File: config.mk
export PLATFORM = sky130hd
export DESIGN_NAME = alu_op_sequencer
export DESIGN_NICKNAME = d
export VERILOG_FILES = /design/src/rtl/alu_pkg.sv /design/src/rtl/alu_op_sequencer.sv
export SDC_FILE = /design/constraint.sdc
export NUM_CORES = 1
export LEC_CHECK = 0
export ABC_AREA = 0
export CORE_MARGIN = 2
export CORE_UTILIZATION = 40
export DETAILED_ROUTE_END_ITERATION = 16
export GPL_TIMING_DRIVEN = 0
export PLACE_DENSITY = 0.88
export SLEW_MARGIN = 40
export SYNTH_ARGS = -nofsm -noshare
export SYNTH_HDL_FRONTEND = slang
export SYNTH_SLANG_ARGS = --single-unit
File: constraint.sdc
create_clock -name CLK -period 2.45 [get_ports CLK]
set_input_delay 0.3675 -clock CLK [delete_from_list [all_inputs] [get_ports CLK]]
set_output_delay 0.3675 -clock CLK [all_outputs]
set_load 0.01 [all_outputs]
File: src/rtl/alu_pkg.sv
// ============================================================================
// Module      : alu_pkg
// Description : Opcodes, FSM state type and default widths for alu_op_sequencer
// Revision    : 1.0 - initial release
// ============================================================================
`default_nettype none

package alu_pkg;

   localparam int DEF_OPERAND_SIZE = 16;
   localparam int DEF_ALU_OUT      = 32;

   localparam logic [1:0] ALU_ADD = 2'b00;
   localparam logic [1:0] ALU_SUB = 2'b01;
   localparam logic [1:0] ALU_MUL = 2'b10;
   localparam logic [1:0] ALU_DIV = 2'b11;

   typedef enum logic [1:0] {
      ST_IDLE  = 2'd0,
      ST_ISSUE = 2'd1,
      ST_WAIT  = 2'd2,
      ST_RESP  = 2'd3
   } state_t;

endpackage

`default_nettype wire

File: src/rtl/alu_op_sequencer.sv
// ============================================================================
// Module      : alu_op_sequencer
// Description : Command/response sequencer in front of a registered ALU.
//               Optional macro ALU_SEQ_DIVZERO_CHK_EN short-circuits DIV by 0.
// Revision    : 1.0 - initial release
// ============================================================================
`default_nettype none

module alu_op_sequencer
   import alu_pkg::*;
#(
   parameter int OPERAND_SIZE = DEF_OPERAND_SIZE,
   parameter int ALU_OUT      = DEF_ALU_OUT
) (
   input  logic                    CLK,
   input  logic                    RST,
   input  logic                    cmd_valid,
   output logic                    cmd_ready,
   input  logic [OPERAND_SIZE-1:0] cmd_a,
   input  logic [OPERAND_SIZE-1:0] cmd_b,
   input  logic [1:0]              cmd_fun,
   output logic [OPERAND_SIZE-1:0] A,
   output logic [OPERAND_SIZE-1:0] B,
   output logic [1:0]              ALU_FUN,
   output logic                    Arith_Enable,
   input  logic [ALU_OUT-1:0]      Arith_out,
   input  logic                    Carry_OUT,
   output logic                    rsp_valid,
   input  logic                    rsp_ready,
   output logic [ALU_OUT-1:0]      rsp_data,
   output logic                    rsp_carry,
   output logic                    rsp_err,
   output logic                    busy,
   output logic [15:0]             op_count
);

   state_t                  r_state;
   state_t                  w_state_nxt;
   logic                    w_cmd_ready;
   logic                    w_arith_en;
   logic                    w_rsp_valid;
   logic                    w_accept;
   logic                    w_rsp_hs;
   logic                    w_divzero;
   logic [OPERAND_SIZE-1:0] r_a;
   logic [OPERAND_SIZE-1:0] r_b;
   logic [1:0]              r_fun;
   logic [ALU_OUT-1:0]      r_data;
   logic                    r_carry;
   logic [15:0]             r_op_count;

   assign w_accept = cmd_valid & w_cmd_ready;
   assign w_rsp_hs = w_rsp_valid & rsp_ready;

`ifdef ALU_SEQ_DIVZERO_CHK_EN
   logic r_err;
   assign w_divzero = (cmd_fun == ALU_DIV) && (cmd_b == '0);
   assign rsp_err   = r_err;
`else
   assign w_divzero = 1'b0;
   assign rsp_err   = 1'b0;
`endif

   always_ff @(posedge CLK) begin
      if (!RST) begin
         r_state <= ST_IDLE;
      end else begin
         r_state <= w_state_nxt;
      end
   end

   always_comb begin
      w_state_nxt = r_state;
      w_cmd_ready = 1'b0;
      w_arith_en  = 1'b0;
      w_rsp_valid = 1'b0;
      case (r_state)
         ST_IDLE: begin
            w_cmd_ready = 1'b1;
            if (cmd_valid) begin
               w_state_nxt = w_divzero ? ST_RESP : ST_ISSUE;
            end
         end
         ST_ISSUE: begin
            w_arith_en  = 1'b1;
            w_state_nxt = ST_WAIT;
         end
         ST_WAIT: begin
            w_state_nxt = ST_RESP;
         end
         ST_RESP: begin
            w_rsp_valid = 1'b1;
            if (rsp_ready) begin
               w_state_nxt = ST_IDLE;
            end
         end
         default: begin
            w_state_nxt = ST_IDLE;
         end
      endcase
   end

   always_ff @(posedge CLK) begin
      if (!RST) begin
         r_a        <= '0;
         r_b        <= '0;
         r_fun      <= ALU_ADD;
         r_data     <= '0;
         r_carry    <= 1'b0;
         r_op_count <= '0;
`ifdef ALU_SEQ_DIVZERO_CHK_EN
         r_err      <= 1'b0;
`endif
      end else begin
         if (w_accept) begin
            r_a   <= cmd_a;
            r_b   <= cmd_b;
            r_fun <= cmd_fun;
         end
         // The ALU result register is valid during WAIT; capture it verbatim.
         if (r_state == ST_WAIT) begin
            r_data  <= Arith_out;
            r_carry <= Carry_OUT;
`ifdef ALU_SEQ_DIVZERO_CHK_EN
            r_err   <= 1'b0;
`endif
         end else if (w_accept && w_divzero) begin
            r_data  <= '0;
            r_carry <= 1'b0;
`ifdef ALU_SEQ_DIVZERO_CHK_EN
            r_err   <= 1'b1;
`endif
         end
         if (w_rsp_hs && (r_op_count != 16'hFFFF)) begin
            r_op_count <= r_op_count + 16'd1;
         end
      end
   end

   assign cmd_ready    = w_cmd_ready;
   assign Arith_Enable = w_arith_en;
   assign rsp_valid    = w_rsp_valid;
   assign A            = r_a;
   assign B            = r_b;
   assign ALU_FUN      = r_fun;
   assign rsp_data     = r_data;
   assign rsp_carry    = r_carry;
   assign busy         = (r_state != ST_IDLE);
   assign op_count     = r_op_count;

endmodule

`default_nettype wire

==> impl_metrics.json <==
{
  "critPathSlowestCell": "or3_2",
  "final_area_sq_um": 5170,
  "cp.arrival_ns": 2.43,
  "critPathBufInv": 1,
  "antenna_left": 0,
  "vias": 3176,
  "numCtsBuffers": 9,
  "holdBufCountCts": 0,
  "maxSlewViolCount": 0,
  "hold_viol": 0,
  "synth.top_cell.area_share_pct": 52.3,
  "utilization_pct": 66.2,
  "max_freq_ghz": 0.466,
  "rsz0062_at_grt": "no",
  "synthesis.nets": 446,
  "drv_cap": 0,
  "busiest_layer": "met2",
  "dr.pass1.iters": 4,
  "clock_sinks": 85,
  "hp-start": "RST",
  "antenna_cells": 0,
  "gr-usage-met3_pct": 6.58,
  "r2r-end": "op_count[9]",
  "cp_cell_sequence": "ha_1 > nand2_1 > buf_2 > or3_2 > or4_1 > a21oi_1",
  "synth_common_cells": "85 x dfxtp_1, 80 x nand2_1, 47 x a21oi_1, 38 x nor2_1, 37 x mux2i_1",
  "routedWlPerCell_microns": 13.9,
  "holdPathStages": 3,
  "max-clock-path-buffers": 2,
  "dpl_cell_area_sq_um": 4940,
  "final_layout_size_suffix_gt1_share_pct": 4.61,
  "fill_cells": 656,
  "yosysTopAreaCell": "dfxtp_1",
  "via_per_inst": 4.93,
  "syn_area_sq_um": 3260,
  "drc": 0,
  "tightest_slew_ns": 0.685,
  "hold_path_class": "input port to register",
  "synth_simple_gate_area_share_pct": 20.9,
  "setup_viol": 0,
  "synth-edff-count": 0,
  "min_to": "op_count[5]",
  "skew_ns": 0.0152,
  "coreArea_sq_um": 7810,
  "max-slew-margin-rel_pct": 54.3,
  "ys_ff_latch": 85,
  "required_ns": 2.73,
  "multiInputGateArea_sq_um": 1460,
  "port_buffers": 156,
  "post-cts-setup-buffers": 0,
  "grt_pass1_wl_mm": 14.4,
  "synth_top_family_by_area": "simple AND/OR/NAND/NOR gates",
  "dp_slack_ns": 0.0488,
  "grt_max_degree": 14,
  "die_area_sq_um": 8880,
  "hold_ws_ns": 0.450,
  "use_met1_pct": 22.3,
  "clkTransAtPathRegs_ns": 0.09,
  "rr_worst_depth": 6,
  "reg2reg_slack_ns": 0.30,
  "synth_cell_type_count": 30,
  "dieWidth_microns": 94.2,
  "routed_wirelength_mm": 8.93,
  "io_pins": 159,
  "finalWeightedCongestion": 0.825,
  "muxShareOfSynthArea_pct": 11.4,
  "p_per_area_nw_per_um2": 853,
  "end_kind": "register",
  "slowest_delay_ns": 0.52,
  "final.setup.worst_slack_ns": 0.303,
  "yosysMostFrequentCell": "dfxtp_1",
  "synth_compound_area_share_pct": 10.0,
  "synth_xor_area_share_pct": 0,
  "synth_fa_ha_area_share_pct": 1.92,
  "dp_hpwl_mm": 6.77,
  "startpoint_type": "register",
  "grt_pass1_vias": 3161,
  "r2r_start": "r_state[0]",
  "use_met2_pct": 36.3,
  "ir_drop_uv": 469,
  "path_delay_family": "simple AND/OR/NAND/NOR gates",
  "start_util_pct": 41.7,
  "grt-ovfl-total": 0,
  "p_leak_nw": 1.82,
  "cts_tree": "yes",
  "status": "finished, final reports clean",
  "ys.flop_type": "dfxtp_1",
  "grtUsageTotal_pct": 20.2,
  "num_rows": 32,
  "finalSetupTns_ns": 0,
  "final_nets": 613,
  "die-height_microns": 94.2,
  "synthTopCellsByArea": "dfxtp_1 52%, mux2i_1 11%, nand2_1 9.2%",
  "ys_seq_area_share_pct": 52.3,
  "antenna_found_initial": 0,
  "cts-resized-gates": 0,
  "ys_async_sr_fraction_pct": 0,
  "syn_inst": 370,
  "avgSynthCellArea_sq_um": 8.80,
  "regArea_sq_um": 1700,
  "ys.warnings.count": 0,
  "fin_crit_ns": 2.15,
  "clk_latency_ns": 0.34,
  "htreeDepth": 3,
  "post-route-period-util_pct": 87.6,
  "drt_iter0_markers": 100,
  "crit_fanout": 10,
  "cts_root_buf": "clkbuf_8",
  "crit_type": "register to register",
  "area_growth_pct": 58.7
}
==> worst max path at each step <==
| stage | startpoint | endpoint | slack [ns] | cells after the start |
|---|---|---|---|---|
| floorplan | r_state[0] | op_count[9] | 0.45 | 6 |
| global placement | rsp_ready | op_count[9] | 0.08 | 6 |
| detailed placement | rsp_ready | op_count[9] | 0.05 | 6 |
| CTS | r_state[0] | op_count[9] | 0.31 | 6 |
| global route | r_state[0] | op_count[9] | 0.19 | 6 |
| finish | r_state[0] | op_count[9] | 0.30 | 6 |
==> per-stage QoR <==
stage          std cells  total power (W)
2_1_floorplan        370          0.00259
3_3_place_gp         628          0.00333
3_5_place_dp         628          0.00340
4_1_cts              644          0.00446
5_1_grt              644          0.00467
6_report             644          0.00441
==> worst min-delay path, delay by kind of cell <==
| family | cells | cell delay, ns |
|---|---|---|
| buf+inv | 1 | 0.20 |
| simple gates | 1 | 0.12 |
| mux | 1 | 0.05 |
==> sequential cells by signal, indices dropped and copies added (netlist names) <==
signal	cells
ALU_FUN	2
rsp_data	32
B	16
r_state	2
op_count	16
A	16
rsp_carry	1
==> final cells by class <==
cell class | instances | area share [%]
buffer | 22 | 1.70
clock buffer | 12 | 2.62
timing repair buffer | 156 | 30.2
sequential | 85 | 32.9
inverter | 6 | 0.436
tap | 102 | 2.47
clock inverter | 4 | 1.40
multi-input combinational | 257 | 28.2
==> placed cells by master (no fill, tap or decap), types with 5 or more instances in the layout <==
master,instances
clkbuf_8,9
or3_1,5
nand2_1,80
a21oi_1,47
inv_1,5
clkbuf_1,23
o21ai_0,7
dfxtp_1,85
clkdlybuf4s50_1,156
mux2i_1,37
nor2_1,38
ha_1,5
==> power breakdown <==
| group | internal, W | total (W) | leakage, nW | switching [W] |
|---|---|---|---|---|
| Clock | 0.000575 | 0.00105 | 0.101 | 0.000473 |
| Sequential | 0.00162 | 0.00176 | 0.692 | 0.000133 |
| Combinational | 0.000839 | 0.00160 | 1.03 | 0.000763 |
==> metal layers <==
layer / part of all wire (%) / vias up
li1: - / 1580
met4: 1.2 / 0
met2: 51 / 119
met1: 39 / 1467
met5: 0 / -
met3: 9.1 / 10
==> cells by family (layout without fill, tap and decap cells) <==
family,after synthesis,in the layout
multiplexers,37,37
AND/OR/NAND/NOR,153,153
AO/OA/AOI/OAI,61,61
adder cells (fa/ha/maj),5,5
other,1,1
buffers and inverters,28,200
flip-flops,85,85
Power figures use the tool's default switching activity.
